## src/rtl/timer_pkg.sv

```systemverilog
// Shared definitions for the memory-mapped countdown timer: register map,
// CTRL bit layout, mode codes and FSM state encoding.
package timer_pkg;

   localparam logic [1:0] OFF_CTRL   = 2'd0;
   localparam logic [1:0] OFF_PRESET = 2'd1;
   localparam logic [1:0] OFF_COUNT  = 2'd2;

   localparam int CTRL_EN   = 0;
   localparam int CTRL_MODE = 1;
   localparam int CTRL_IM   = 3;

   localparam logic [1:0] MODE_ONESHOT = 2'd0;
   localparam logic [1:0] MODE_RELOAD  = 2'd1;

   typedef enum logic [1:0] {IDLE, LOAD, CNT, INT} state_t;

endpackage

```

## src/rtl/timer_regs.sv

```systemverilog
// Bus-facing register file of the timer: window decode, CTRL/PRESET writes
// and the combinational read mux. COUNT lives in the FSM and is only read here.
module timer_regs
   import timer_pkg::*;
#(
   parameter logic [31:0] BASE = 32'h0000_7F00
) (
   input  logic        clk,
   input  logic        reset,
   input  logic [31:0] PrAddr,
   input  logic [31:0] PrWD,
   input  logic        PrWe,
   output logic [31:0] PrRD,
   input  logic [31:0] count,
   input  logic        hw_clr_en,
   output logic        en,
   output logic [1:0]  mode,
   output logic        im,
   output logic [31:0] preset,
   output logic        ctrl_wr
);

   logic       sel;
   logic       wr;
   logic [1:0] off;
   logic [3:0] ctrl;
   logic       unused_addr;

   assign sel         = (PrAddr[31:4] == BASE[31:4]);
   assign off         = PrAddr[3:2];
   assign wr          = sel & PrWe;
   assign ctrl_wr     = wr && (off == OFF_CTRL);
   assign unused_addr = ^PrAddr[1:0];

   assign en   = ctrl[CTRL_EN];
   assign mode = ctrl[CTRL_MODE +: 2];
   assign im   = ctrl[CTRL_IM];

   // A bus CTRL write overrides the FSM's one-shot EN clear in the same cycle.
   always_ff @(posedge clk or negedge reset) begin
      if (!reset) begin
         ctrl   <= '0;
         preset <= '0;
      end else begin
         if (ctrl_wr)
            ctrl <= PrWD[3:0];
         else if (hw_clr_en)
            ctrl[CTRL_EN] <= 1'b0;
         if (wr && (off == OFF_PRESET))
            preset <= PrWD;
      end
   end

   always_comb begin
      PrRD = '0;
      if (sel) begin
         case (off)
            OFF_CTRL:   PrRD = {28'd0, ctrl};
            OFF_PRESET: PrRD = preset;
            OFF_COUNT:  PrRD = count;
            default:    PrRD = '0;
         endcase
      end
   end

endmodule

```

## src/rtl/timer_dev.sv

```systemverilog
// Countdown timer responder on the CPU processor bus; IRQ feeds one HWInt bit.
// Register file in timer_regs, load/count/expire FSM and counter here.
module timer_dev
   import timer_pkg::*;
#(
   parameter logic [31:0] BASE = 32'h0000_7F00
) (
   input  logic        clk,
   input  logic        reset,
   input  logic [31:0] PrAddr,
   input  logic [31:0] PrWD,
   input  logic        PrWe,
   output logic [31:0] PrRD,
   output logic        IRQ
);

   state_t      state, state_nx;
   logic [31:0] count;
   logic [31:0] preset;
   logic        irq_flag;
   logic        en, im, ctrl_wr;
   logic [1:0]  mode;
   logic        reload;
   logic        load_cnt, dec_cnt, set_flag, clr_flag, clr_en;

   timer_regs #(.BASE(BASE)) u_regs (
      .clk       (clk),
      .reset     (reset),
      .PrAddr    (PrAddr),
      .PrWD      (PrWD),
      .PrWe      (PrWe),
      .PrRD      (PrRD),
      .count     (count),
      .hw_clr_en (clr_en),
      .en        (en),
      .mode      (mode),
      .im        (im),
      .preset    (preset),
      .ctrl_wr   (ctrl_wr)
   );

   // Modes 2 and 3 fall back to one-shot.
   assign reload = (mode == MODE_RELOAD);

   always_ff @(posedge clk or negedge reset) begin
      if (!reset) state <= IDLE;
      else        state <= state_nx;
   end

   always_comb begin
      state_nx = state;
      case (state)
         IDLE:    if (en) state_nx = LOAD;
         LOAD:    state_nx = CNT;
         CNT: begin
            if (!en)              state_nx = IDLE;
            else if (count == '0) state_nx = INT;
         end
         INT:     state_nx = reload ? LOAD : IDLE;
         default: state_nx = IDLE;
      endcase
   end

   always_comb begin
      load_cnt = (state == LOAD);
      dec_cnt  = (state == CNT) && en && (count != '0);
      set_flag = (state == CNT) && en && (count == '0);
      clr_flag = (state == INT) && reload;
      clr_en   = (state == INT) && !reload;
   end

   // CTRL writes clear the flag even when expiry lands in the same cycle.
   always_ff @(posedge clk or negedge reset) begin
      if (!reset) begin
         count    <= '0;
         irq_flag <= 1'b0;
      end else begin
         if (load_cnt)     count <= preset;
         else if (dec_cnt) count <= count - 32'd1;
         if (ctrl_wr)       irq_flag <= 1'b0;
         else if (set_flag) irq_flag <= 1'b1;
         else if (clr_flag) irq_flag <= 1'b0;
      end
   end

   assign IRQ = im & irq_flag;

endmodule

```

## config.mk

```make
export PLATFORM = sky130hd
export DESIGN_NAME = timer_dev
export DESIGN_NICKNAME = d
export VERILOG_FILES = /design/src/rtl/timer_pkg.sv /design/src/rtl/timer_regs.sv /design/src/rtl/timer_dev.sv
export SDC_FILE = /design/constraint.sdc
export NUM_CORES = 1
export LEC_CHECK = 0
export CORE_MARGIN = 3
export CORE_UTILIZATION = 50
export DETAILED_ROUTE_END_ITERATION = 10
export GPL_TIMING_DRIVEN = 1
export PLACE_DENSITY = 0.86
export SYNTH_ARGS = -nofsm -noshare
export SYNTH_HDL_FRONTEND = slang
export SYNTH_SLANG_ARGS = --single-unit
```

## constraint.sdc

```tcl
create_clock -name clk -period 4.4 [get_ports clk]
set_clock_uncertainty 0.05 [all_clocks]
set_input_delay 1.32 -clock clk [delete_from_list [all_inputs] [get_ports clk]]
set_output_delay 1.32 -clock clk [all_outputs]
set_load 0.02 [all_outputs]
```

==> results of run 1 <==
==> state kept, by name (all words and copies together) (netlist names) <==
signal	flops
count	32
u_regs.preset	32
u_regs.ctrl	4
state	2
irq_flag	1
==> worst max-delay path, stage by stage <==
cell and delay [ns]:
clkbuf_2 0.07, or4_1 0.50, or4_4 0.67, clkbuf_16 0.24, nor2_4 0.09, buf_6 0.12
==> per-stage QoR <==
stage | hold WS [ns] | instances
after floorplan | 0.417 | 426
after global placement | 0.439 | 604
after detailed placement | 0.456 | 604
after CTS | 0.471 | 624
after global routing | 0.510 | 625
final | 0.475 | 625
==> routing by layer <==
layer | part of all wire [%] | global-route usage [%] | up-vias
li1 | - | - | 1789
met1 | 38 | 35.0 | 1931
met2 | 50 | 44.2 | 260
met3 | 9.6 | 5.73 | 43
met4 | 2.6 | 9.11 | 0
met5 | 0 | 0 | -
==> layout make-up <==
cell class	instances	area share (%)
Multi-Input combinational cell	312	41.3
Timing Repair Buffer	114	20.6
Clock buffer	11	2.62
Tap cell	102	2.21
Sequential cell	71	30.8
Inverter	10	0.650
Clock inverter	5	1.80
==> cells in the final DEF (no fill, tap or decap), drive strengths merged, types with 6 or more instances in the layout <==
| cell type | instances |
|---|---|
| clkbuf | 15 |
| mux2 | 35 |
| clkdlybuf4s15 | 13 |
| or4 | 8 |
| a22oi | 32 |
| nor4 | 12 |
| nand3 | 15 |
| buf | 53 |
| a21oi | 13 |
| or2 | 6 |
| nor3 | 11 |
| nor2 | 58 |
| inv | 10 |
| nand4 | 8 |
| o311ai | 9 |
| dfrtp | 71 |
| mux2i | 6 |
| a221o | 8 |
| clkdlybuf4s50 | 39 |
| o211ai | 6 |
| nand2 | 27 |
==> how the worst max path moves through the flow <==
stage	start	endpoint	slack, ns	cells after the start
after floorplan	PrAddr[15]	PrRD[10]	0.08	5
after global placement	PrAddr[15]	PrRD[24]	-0.68	6
after detailed placement	PrAddr[15]	PrRD[2]	-0.71	6
after CTS	PrAddr[30]	PrRD[20]	-0.06	7
after global routing	PrAddr[22]	PrRD[8]	-0.06	6
final	PrAddr[22]	PrRD[3]	0.0005	6
==> power by group through the flow <==
stage               clock network, mW  registers [mW]  logic, mW
finish                          0.658           0.652     0.0848
global route                    0.694           0.652     0.0912
CTS                             0.662           0.652     0.0857
detailed placement                  0           0.665     0.0917
global placement                    0           0.665     0.0900
floorplan                           0           0.665     0.0121
==> timing repair <==
item,4_1_cts,5_1_grt
setup buffers,1,2
resized for setup,245,69
gates cloned,3,1
pin swaps,18,23
endpoints found under the setup margin,32,29
endpoints found under the hold margin,0,0
==> kinds of logic (layout without fill, tap and decap cells) <==
group	count (synthesis)	in the layout
AOI/OAI and AO/OA	99	99
and+or+nand+nor	169	169
DFF	71	71
adders and majority gates	1	1
buffers and inverters	43	140
xor gates and xnor gates	2	2
muxes	41	41
==> results.txt, run 1 <==
Clock Tree Buf Depth -> 2
drt wl/cell -> 20.2 µm
Final min period -> 4.40 ns
yosys warns -> 0
PortBufs -> 97
Fillers -> 523
Simple-Gate Fraction of Synth Area -> 20.8%
Routed WL -> 12,600 µm
core area -> 7850 µm²
Hold Path Class -> flop to flop
r2r setup slk -> 0.92 ns
startpoint class of the critical path -> primary input
final setup vio count -> 0
final worst slack -> 0.000516 ns
Total GRT Usage -> 26.8%
worst-skew pair later-pin latency -> 0.36 ns
R2R Path Start -> count[0]
Synth Area in Adders -> 0.306%
gpl congestion -> 0.904
Synth Register Bits -> 71
DRT Pass-1 Iters -> 5
Reg power frac -> 46.7%
status -> finished, final reports clean
global-route wire length before repair -> 19,300 µm
Hold Crit Endpoint -> count[20]
WS Path Type -> primary input to output pin
pin count of the biggest net entering global routing -> 42
post-route cell area -> 5770 µm²
clk sinks -> 71
total negative slack -> 0 ns
Fin. Hold Viols -> 0
sequential-to-total area share from yosys stat -> 43.5%
H-tree depth -> 3
post-synthesis mux area share -> 11.4%
Post-synth top cells -> 71 x dfrtp_1, 58 x nor2_1, 32 x a22oi_1, 32 x mux2_2, 27 x nand2_1
biggest area consumer among synthesized cells -> dfrtp_1
Slew @ Worst Pin -> 1.00 ns
reg-to-reg critical path endpoint -> count[7]
synth top area cells -> dfrtp_1 43%, mux2_2 8.8%, a22oi_1 5.9%
final critical-path share of the clock period -> 100%
ANT nets after route -> 0
share of the synthesized area in the top cell type -> 43.5%
Post-synth EDFFs -> 0
Crit. End Element -> output pin
starting density of the core -> 52.1%
post-layout util -> 73.5%
pre-CTS setup slack -> -0.713 ns
hold_sp -> u_regs.preset[20]
width of the die -> 96.4 µm
internal power -> 1.11 mW
most frequent cell after synthesis -> dfrtp_1
# rows -> 32
Reg area -> 1780 µm²
syn_nets -> 494
Max-cap violations -> 0
CTS tree -> done
Synth-to-Final Area Change -> 41.3%
Critical Path AT -> 3.03 ns
diodes inserted -> 0
Compound-Gate Fraction of Synth Area -> 19.0%
switching share of power -> 20.5%
Async S/R FF share, synth -> 100%
initial antenna violation count -> 0
post-synth cell types -> 53
DRT iter0 DRCs -> 339
total power -> 1.39 mW
ys flop type -> dfrtp_1
Syn Area/Cell -> 9.59 µm²
via count -> 4,023
FMAX -> 0.227 GHz
HPWL Detailed -> 7760 µm
pwr dens -> 242 nW/µm²
I/O pin count -> 100
Post-Syn Area -> 4090 µm²
largest family of logic cells by synthesized area -> simple AND/OR/NAND/NOR gates
placed cell areas -> 5170 µm²
Max IR drop VDD -> 163 µV
clk slew on worst S/H paths -> 0.07 ns
DR vias/cell -> 6.44
R2R depth -> 8
XOR/XNOR Fraction of Synth Area -> 0.429%
drt drc -> 0
Pleak -> 2.52 nW
Max-slew headroom -> 32.7%
gr ovfl total -> 0
die area -> 9290 µm²
TritonCTS buffer count -> 9
CP required -> 3.03 ns
# hold bufs at CTS -> 0
CTS Root Cell -> clkbuf_8
total net switching power -> 0.286 mW
worst-path maximum fanout -> 8
multi-input combinational cell area -> 2380 µm²
clock power share -> 47.2%
combinational share of power -> 6.1%
Mapped Cells -> 426
share of cells above drive strength 1 -> 29.6%
worst hold stages -> 2
die height -> 96.4 µm
RSZ-0062 raised after global routing -> yes
vias in the first global route -> 3,871
Final #Nets -> 586
Slew Viols, Final -> 0
Note: power is estimated with default switching activity, not from simulation.
==> run 2: changes to the inputs <==
Settings changed: CAP_MARGIN set to 20, CORE_UTILIZATION 50 to 54, CTS_CLUSTER_DIAMETER set to 60, PLACE_DENSITY 0.86 to 0.91.
Clock period 4.4 ns to 5.5 ns, I/O delays scaled along.
==> results.txt, run 2 (synthesized netlist as in run 1, its figures left out) <==
status -> finished, final reports clean
Reg power frac -> 50.3%
startpoint class of the critical path -> primary input
die area -> 8640 µm²
initial antenna violation count -> 0
CTS Root Cell -> clkbuf_8
total power -> 1.04 mW
Max IR drop VDD -> 146 µV
width of the die -> 93.0 µm
Fin. Hold Viols -> 0
reg-to-reg critical path endpoint -> count[19]
worst-path maximum fanout -> 34
CP required -> 3.80 ns
pre-CTS setup slack -> -0.326 ns
vias in the first global route -> 4,005
switching share of power -> 21.6%
die height -> 93.0 µm
combinational share of power -> 7.1%
total net switching power -> 0.224 mW
Post-CTS Resized -> 50
PortBufs -> 97
H-tree depth -> 3
diodes inserted -> 0
post-CTS setup buffer count -> 0
drt drc -> 0
WS Path Type -> primary input to output pin
Max-slew headroom -> 20.5%
global-route wire length before repair -> 19,400 µm
Crit. End Element -> output pin
share of cells above drive strength 1 -> 20.2%
starting density of the core -> 56.0%
final setup vio count -> 0
final worst slack -> 0.0662 ns
Critical Path AT -> 3.73 ns
worst-skew pair later-pin latency -> 0.36 ns
Slew Viols, Final -> 0
TritonCTS buffer count -> 9
R2R Path Start -> count[0]
top flop regs -> count x32, u_regs.preset x32, u_regs.ctrl x4
Final #Nets -> 578
I/O pin count -> 100
r2r setup slk -> 1.85 ns
most frequent cells in the layout -> 71 x dfrtp_1, 64 x clkdlybuf4s50_1, 57 x nor2_1, 32 x a22oi_1, 32 x mux2_2
worst hold stages -> 2
# hold bufs at CTS -> 0
Synth-to-Final Area Change -> 28.2%
# rows -> 31
hold_sp -> u_regs.preset[5]
clk slew on worst S/H paths -> 0.07 ns
DRT Pass-1 Iters -> 6
commonest non-fill, non-tap cell in the layout -> dfrtp_1
gr ovfl total -> 0
Worst Setup SP -> PrAddr[9]
Routed WL -> 11,700 µm
Slew @ Worst Pin -> 1.19 ns
R2R depth -> 7
clock power share -> 42.6%
Clock Tree Buf Depth -> 2
final critical-path share of the clock period -> 98.8%
DR vias/cell -> 6.37
Critical Path End -> PrRD[4]
DRT iter0 DRCs -> 312
Final min period -> 5.43 ns
gpl congestion -> 0.908
pwr dens -> 198 nW/µm²
core area -> 7290 µm²
Hold Path Class -> flop to flop
Total GRT Usage -> 28.3%
CTS tree -> done
post-layout util -> 71.8%
HPWL Detailed -> 7850 µm
FMAX -> 0.184 GHz
pin count of the biggest net entering global routing -> 41
ANT nets after route -> 0
via count -> 3,909
Max-cap violations -> 0
internal power -> 0.813 mW
drt wl/cell -> 19.1 µm
Pleak -> 2.38 nW
clk sinks -> 71
==> run 2: cell types whose count changed in the layout (fill, tap and decap cells not counted), moves of 2 or more <==
cell	before	now
buf_4	10	4
nor2_4	32	0
buf_16	2	0
bufinv_16	3	1
clkdlybuf4s50_1	39	64
nor2_1	25	57
buf_6	33	1
clkbuf_2	3	25
dlygate4sd2_1	5	1
clkdlybuf4s15_1	13	2
==> run 2: through the flow <==
| step | instances | TNS (ns) | hold WS (ns) | area [µm²] |
|---|---|---|---|---|
| final | 614 | 0 | 0.468 | 5240 |
| after global routing | 614 | -0.0682 | 0.512 | 5240 |
| after CTS | 613 | 0 | 0.478 | 5340 |
| after detailed placement | 597 | -8.91 | 0.464 | 5150 |
| after global placement | 597 | -7.06 | 0.445 | 5150 |
| after floorplan | 426 | 0 | 0.417 | 4090 |
==> run 2: worst min path at each step <==
stage	slack, ns	to
floorplan	0.42	count[3]
global placement	0.44	count[28]
global route	0.51	u_regs.preset[18]
finish	0.47	count[5]
detailed placement	0.46	count[5]
CTS	0.48	count[5]
==> run 2: area by class of cell <==
cell class / instances / area, µm²
fill: 595 / 2060
inverter: 10 / 37.5
tap: 99 / 124
clock buffer: 13 / 169
sequential: 71 / 1780
multi-input combinational: 312 / 2140
clock inverter: 3 / 40.0
timing repair buffer: 106 / 947
==> run 2: per-layer routing <==
metal	global-route usage, %	vias to the layer above	share of wire (%)
li1	-	1767	-
met1	34.9	1936	39
met2	49.0	187	52
met3	6.28	19	7.7
met4	9.77	0	1.5
met5	0	-	0
==> run 2: power groups by stage <==
stage,sequential (mW),clock [mW],combinational [mW]
after floorplan,0.532,0,0.00969
after global placement,0.532,0,0.0713
after detailed placement,0.532,0,0.0730
after CTS,0.522,0.445,0.0736
after global routing,0.521,0.470,0.0789
final,0.522,0.441,0.0734
==> run 2: critical path, stage by stage <==
cell	delay [ns]
clkdlybuf4s50_1	0.45
nor4bb_2	0.27
nand4_1	0.15
or4_4	0.57
buf_12	0.19
nor2_1	0.12
clkdlybuf4s15_1	0.32
